===== src/rtl/ooo_sequencer.sv =====
// ooo_sequencer: buffers switch values, replays them into the odd-one-out core,
// waits for its result with a timeout and converts it to BCD for the display.
//
// Ports:
//   clk, reset           system clock, synchronous active-high reset
//   sw_data              value loaded on a load_btn rising edge
//   load_btn, start_btn  debounced button levels
//   core_reset           one-cycle reset pulse to the core (CLR)
//   core_integers        buffer entry presented to the core (FEED)
//   core_N               entry count presented to the core
//   core_latch           core samples core_integers while high
//   core_ready           core_result valid while high
//   core_result          core output
//   disp_value           BCD {4'h0, hundreds, tens, ones}, 16'hEEEE on timeout
//   count                entries loaded
//   busy, done           CLR/FEED/WAIT/CONV and DONE indicators
//   err_full             sticky, load attempted while full
//   err_timeout          sticky, core never became ready
module ooo_sequencer #(
  parameter int DEPTH   = 16,
  parameter int AW      = 4,
  parameter int TIMEOUT = 255
) (
  input  logic          clk,
  input  logic          reset,
  input  logic [7:0]    sw_data,
  input  logic          load_btn,
  input  logic          start_btn,
  output logic          core_reset,
  output logic [7:0]    core_integers,
  output logic [7:0]    core_N,
  output logic          core_latch,
  input  logic          core_ready,
  input  logic [7:0]    core_result,
  output logic [15:0]   disp_value,
  output logic [AW:0]   count,
  output logic          busy,
  output logic          done,
  output logic          err_full,
  output logic          err_timeout
);

  localparam int TW = $clog2(TIMEOUT + 1);

  typedef enum logic [2:0] {
    IDLE,
    CLR,
    FEED,
    WAIT,
    CONV,
    DONE
  } state_t;

  state_t        state;
  logic          load_q;
  logic          start_q;
  logic          load_edge;
  logic          start_edge;
  logic [7:0]    mem [DEPTH];
  logic [AW-1:0] idx;
  logic [AW:0]   idx_inc;
  logic [TW-1:0] tcnt;
  logic [7:0]    bin;
  logic [10:0]   bcd;
  logic [11:0]   bcd_nxt;
  logic [2:0]    bits;
  logic          full;
  logic          wr_en;
  logic [AW-1:0] wr_addr;

  function automatic logic [3:0] adj4(
    input logic [3:0] d
  );
    return (d >= 4'd5) ? d + 4'd3 : d;
  endfunction

  // Hundreds never exceeds 1 before the final shift of an
  // 8-bit value, so three bits hold it.
  function automatic logic [2:0] adj3(
    input logic [2:0] d
  );
    return (d >= 3'd5) ? d + 3'd3 : d;
  endfunction

  assign load_edge  = load_btn & ~load_q;
  assign start_edge = start_btn & ~start_q;

  assign full    = (count == (AW+1)'(DEPTH));
  assign idx_inc = {1'b0, idx} + (AW+1)'(1);

  assign bcd_nxt = {adj3(bcd[10:8]),
                    adj4(bcd[7:4]),
                    adj4(bcd[3:0]),
                    bin[7]};

  assign core_reset    = (state == CLR);
  assign core_latch    = (state == FEED);
  assign core_integers = core_latch ? mem[idx] : 8'h00;

  // A load in DONE restarts the buffer at entry 0.
  assign wr_en = !reset && load_edge &&
                 ((state == IDLE && !full) ||
                  state == DONE);
  assign wr_addr = (state == DONE) ? '0 : count[AW-1:0];

  always_ff @(posedge clk) begin
    if (wr_en) begin
      mem[wr_addr] <= sw_data;
    end
  end

  always_ff @(posedge clk) begin
    if (reset) begin
      state       <= IDLE;
      load_q      <= 1'b1;
      start_q     <= 1'b1;
      count       <= '0;
      idx         <= '0;
      tcnt        <= '0;
      bin         <= '0;
      bcd         <= '0;
      bits        <= '0;
      core_N      <= '0;
      disp_value  <= '0;
      busy        <= 1'b0;
      done        <= 1'b0;
      err_full    <= 1'b0;
      err_timeout <= 1'b0;
    end else begin
      load_q  <= load_btn;
      start_q <= start_btn;
      unique case (state)
        IDLE: begin
          if (load_edge) begin
            if (full) begin
              err_full <= 1'b1;
            end else begin
              count <= count + (AW+1)'(1);
            end
          end else if (start_edge && count != '0) begin
            state <= CLR;
            busy  <= 1'b1;
          end
        end
        CLR: begin
          core_N <= 8'(count);
          idx    <= '0;
          state  <= FEED;
        end
        FEED: begin
          if (idx_inc == count) begin
            tcnt  <= '0;
            state <= WAIT;
          end else begin
            idx <= idx + AW'(1);
          end
        end
        WAIT: begin
          if (core_ready) begin
            bin   <= core_result;
            bcd   <= '0;
            bits  <= '0;
            state <= CONV;
          end else if (tcnt == TW'(TIMEOUT)) begin
            err_timeout <= 1'b1;
            disp_value  <= 16'hEEEE;
            busy        <= 1'b0;
            done        <= 1'b1;
            state       <= DONE;
          end else begin
            tcnt <= tcnt + TW'(1);
          end
        end
        CONV: begin
          bcd  <= bcd_nxt[10:0];
          bin  <= {bin[6:0], 1'b0};
          bits <= bits + 3'd1;
          if (bits == 3'd7) begin
            disp_value <= {4'h0, bcd_nxt};
            busy       <= 1'b0;
            done       <= 1'b1;
            state      <= DONE;
          end
        end
        DONE: begin
          if (load_edge) begin
            count       <= (AW+1)'(1);
            err_full    <= 1'b0;
            err_timeout <= 1'b0;
            done        <= 1'b0;
            state       <= IDLE;
          end else if (start_edge) begin
            done  <= 1'b0;
            busy  <= 1'b1;
            state <= CLR;
          end
        end
        default: state <= IDLE;
      endcase
    end
  end

endmodule


===== config.mk =====
export PLATFORM = sky130hd
export DESIGN_NAME = ooo_sequencer
export DESIGN_NICKNAME = d
export VERILOG_FILES = /design/src/rtl/ooo_sequencer.sv
export SDC_FILE = /design/constraint.sdc
export NUM_CORES = 1
export LEC_CHECK = 0
export CORE_MARGIN = 5
export CORE_UTILIZATION = 53
export CTS_CLUSTER_DIAMETER = 80
export DETAILED_ROUTE_END_ITERATION = 12
export PLACE_DENSITY = 0.87
export SLEW_MARGIN = 20
export SYNTH_ARGS = -nofsm -noshare
export SYNTH_HDL_FRONTEND = slang
export SYNTH_SLANG_ARGS = --single-unit
export TNS_END_PERCENT = 20

===== constraint.sdc =====
create_clock -name clk -period 2.75 [get_ports clk]
set_input_delay 0.4125 -clock clk [delete_from_list [all_inputs] [get_ports clk]]
set_output_delay 0.4125 -clock clk [all_outputs]
set_load 0.01 [all_outputs]

==> results.toml <==
[grt]
globalRouteOverflowTotal = 0
grt_usage = 0.224
grt_max_degree = 59
first_global_vias = 5477
antenna_found_initial = 0
grt_pass1_wl_um = 31200

[floorplanning]
fp.dieArea_mm2 = 0.0186
die_height_um = 136
ios = 64
initial_core_util = 0.537
core_mm2 = 0.0158
fp.dieW_um = 136
rows = 46

[synthesis]
netlist_top_cells_area = "edfxtp_1 (45%), dfxtp_1 (17%), mux4_1 (9.0%), nor2_1 (3.2%), mux4_2 (2.9%)"
synth_most_common_cell = "edfxtp_1"
synthTopCellsByCount = "edfxtp_1 (128), nor2_1 (72), dfxtp_1 (70), nand2_1 (32), mux4_1 (29)"
yosysSeqAreaShare = 0.619
synthFlopType = "edfxtp_1"
ys_types = 60
syn_avg_cell_area_um2 = 14.0
synth_top_area_frac = 0.454
synthCells = 607
synth_top_cell_by_area = "edfxtp_1"
ys_async_sr_fraction = 0
synth_edf_count = 128
mappedNetlistArea_mm2 = 0.00847
synth_warnings = 0
synth-seq-cells = 198

[place]
port_buffers = 59
post-dp-hpwl_um = 12200
placedCellCount = 876
gp_congestion = 0.861
placed_area_mm2 = 0.00938

[layout]
fin_area_mm2 = 0.0100
multi_input_area_mm2 = 0.00288
seq_area_mm2 = 0.00525
antenna_cells = 0
nets = 722
final_cells = 918
synthToLayoutAreaGrowth_pct = 18.2
drive_above_1_share = 0.202
nFillCells = 1114

[sta]
worst_clock_skew_ns = 0.00741
finalMaxSlewViolations = 0
timing.final.ws_setup_ns = -0.0981
final.min_clock_period_ns = 2.85
hold_violations = 0
worst_pin_slew_ns = 0.663
relSlewSlack = 0.557
rsz0062_at_grt = "yes"
setup_viol = 8
fmax_ghz = 0.351
holdWs_ns = 0.467
finalCritPeriodShare = 1.04

[power]
seqPwrFrac = 0.550
power_switching_mw = 1.30
leakagePower_nw = 3.27
ir_drop_mv = 0.495
p_int_mw = 4.48
power_density_mw_per_mm2 = 578
p_clk_frac = 0.402
p_sw_frac = 0.225
combPwrFrac = 0.048

[worst_setup_path]
endpoint_kind = "output port"
r2r_start = "idx[0]$_SDFFE_PP0N_"
startpoint_type = "flip-flop"
crit_type = "flip-flop to output port"
path_buf_inv = 4
crit_chain = "buf_12, buf_16, buf_12, mux4_2, mux4_2, and2_4, buf_6"
crit_family = "multiplexers"
reg2regPathDepth = 6
path_max_fanout = 7
crit_cells = 7
reg2reg_setup_slack_ns = 0.39
critPathMaxStageDelay_ns = 0.48
crit_slowest_cell = "mux4_2"
r2r_end = "tcnt[6]$_SDFFE_PP0P_"
required_ns = 2.34
crit_end = "core_integers[7]"
arrival_ns = 2.44

[run]
maxCapViolations = 0

[detailed_routing]
avgViaCountPerCell = 5.97
antenna_left = 0
post_drt_wl_per_cell_um = 21.5
drc = 0
drt_iter0_drc = 557
firstDrtPassIters = 5
wl_um = 19800
routed-via-count = 5476

[clock_tree]
hold_buffers = 0
clk_latency_ns = 0.44
cts_buffers = 17
cts_tree = "built"
clk_pin_slew_ns = 0.07
clock_path_buffers = 2
clkSinkCount = 198
cts_htree_levels = 4
root_buffer = "clkbuf_16"

[min_path]
hold_class = "flip-flop to flip-flop"

[run_status]
failed_checks = "negative setup slack"
outcome = "finished with violations"
per-layer routing:
metal | global-route usage | vias up | routed length, µm
met5 | 0 | - | 0
met4 | 0.0801 | 0 | 410
met3 | 0.0485 | 41 | 1570
met2 | 0.365 | 277 | 9880
met1 | 0.300 | 2695 | 7910
li1 | - | 2463 | -
how the worst min path moves through the flow:
stage / start / endpoint / cells after the start
6_report: bin[0]$_SDFFE_PP0P_ / bin[0]$_SDFFE_PP0P_ / 2
5_1_grt: bin[2]$_SDFFE_PP0P_ / bin[3]$_SDFFE_PP0P_ / 2
4_1_cts: bin[0]$_SDFFE_PP0P_ / bin[0]$_SDFFE_PP0P_ / 2
3_5_place_dp: bin[0]$_SDFFE_PP0P_ / bin[0]$_SDFFE_PP0P_ / 2
3_3_place_gp: bin[0]$_SDFFE_PP0P_ / bin[0]$_SDFFE_PP0P_ / 2
2_1_floorplan: bin[0]$_SDFFE_PP0P_ / bin[0]$_SDFFE_PP0P_ / 2
through the flow:
stage / worst slack [ns] / total power, mW / TNS (ns) / utilization
finish: -0.0981 / 5.78 / -0.511 / 0.635
global route: -0.162 / 5.97 / -0.994 / 0.635
CTS: -0.115 / 5.81 / -0.621 / 0.635
detailed placement: -0.0678 / 3.48 / -0.222 / 0.595
global placement: 0.0490 / 3.47 / 0 / 0.595
floorplan: 0.138 / 3.38 / 0 / -
placed cells by master (no fill, tap or decap), types with 4 or more instances in the layout:
cell             instances
buf_2                    5
nor2_1                  72
o21ai_0                 15
and2_1                   5
dfxtp_1                 69
a21oi_1                 24
a311oi_1                 8
xor2_1                   6
and2_4                   6
nand4_1                  5
nor3_1                  14
or2_2                    4
edfxtp_1               128
xnor2_1                  5
clkinvlp_4               5
nand2b_1                 9
ha_1                    12
inv_1                   15
a22oi_1                  6
mux2i_1                 12
mux4_2                  38
clkbuf_16               17
buf_12                   5
nand3_1                 14
buf_4                   29
a211oi_1                11
o221a_2                  5
clkdlybuf4s50_1         50
nand2_1                 32
buf_6                    7
conb_1                   4
registers in the layout, summed over array words and instances, names as in the netlist, 4 cells and up, named ones only:
name        count
bcd            11
bin             8
core_N          5
count           5
disp_value     13
idx             4
mem           128
tcnt            8
worst min-delay path, stage by stage, from the launching register on:
cell and delay (ns):
dfxtp_1 0.32, nand2_1 0.05, a21oi_1 0.05
cell families (layout without fill, tap and decap cells):
group,after synthesis,after routing,share of synthesized area
flip-flops,198,198,0.619
adder cells (fa/ha/maj),12,12,0.0177
AND/OR/NAND/NOR,187,187,0.108
AO/OA/AOI/OAI,91,91,0.0762
other,1,4,0.000443
buffers and inverters,54,146,0.0323
XOR/XNOR,11,11,0.0114
multiplexers,53,53,0.135
power groups by stage:
stage | logic [mW] | clock network (mW) | registers [mW]
after CTS | 0.276 | 2.35 | 3.18
after global routing | 0.300 | 2.49 | 3.18
after floorplan | 0.139 | 0 | 3.24
after global placement | 0.224 | 0 | 3.25
final | 0.280 | 2.32 | 3.18
after detailed placement | 0.237 | 0 | 3.25
area by class of cell:
| class | instances | area share |
|---|---|---|
| flip-flops and latches | 198 | 0.524 |
| multi-input cells | 358 | 0.288 |
| repair buffers | 99 | 0.100 |
| clock buffers | 17 | 0.0425 |
| well taps | 216 | 0.0270 |
| clock inverters | 15 | 0.0127 |
| inverters | 15 | 0.00562 |
what timing repair did:
action | 4_1_cts | 5_1_grt
setup buffers | 7 | 0
gates cloned | 3 | 0
resized for setup | 74 | 3
pin swaps | 0 | 0
endpoints found under the setup margin | 8 | 8
No activity file was read; power rests on OpenSTA's default activity.
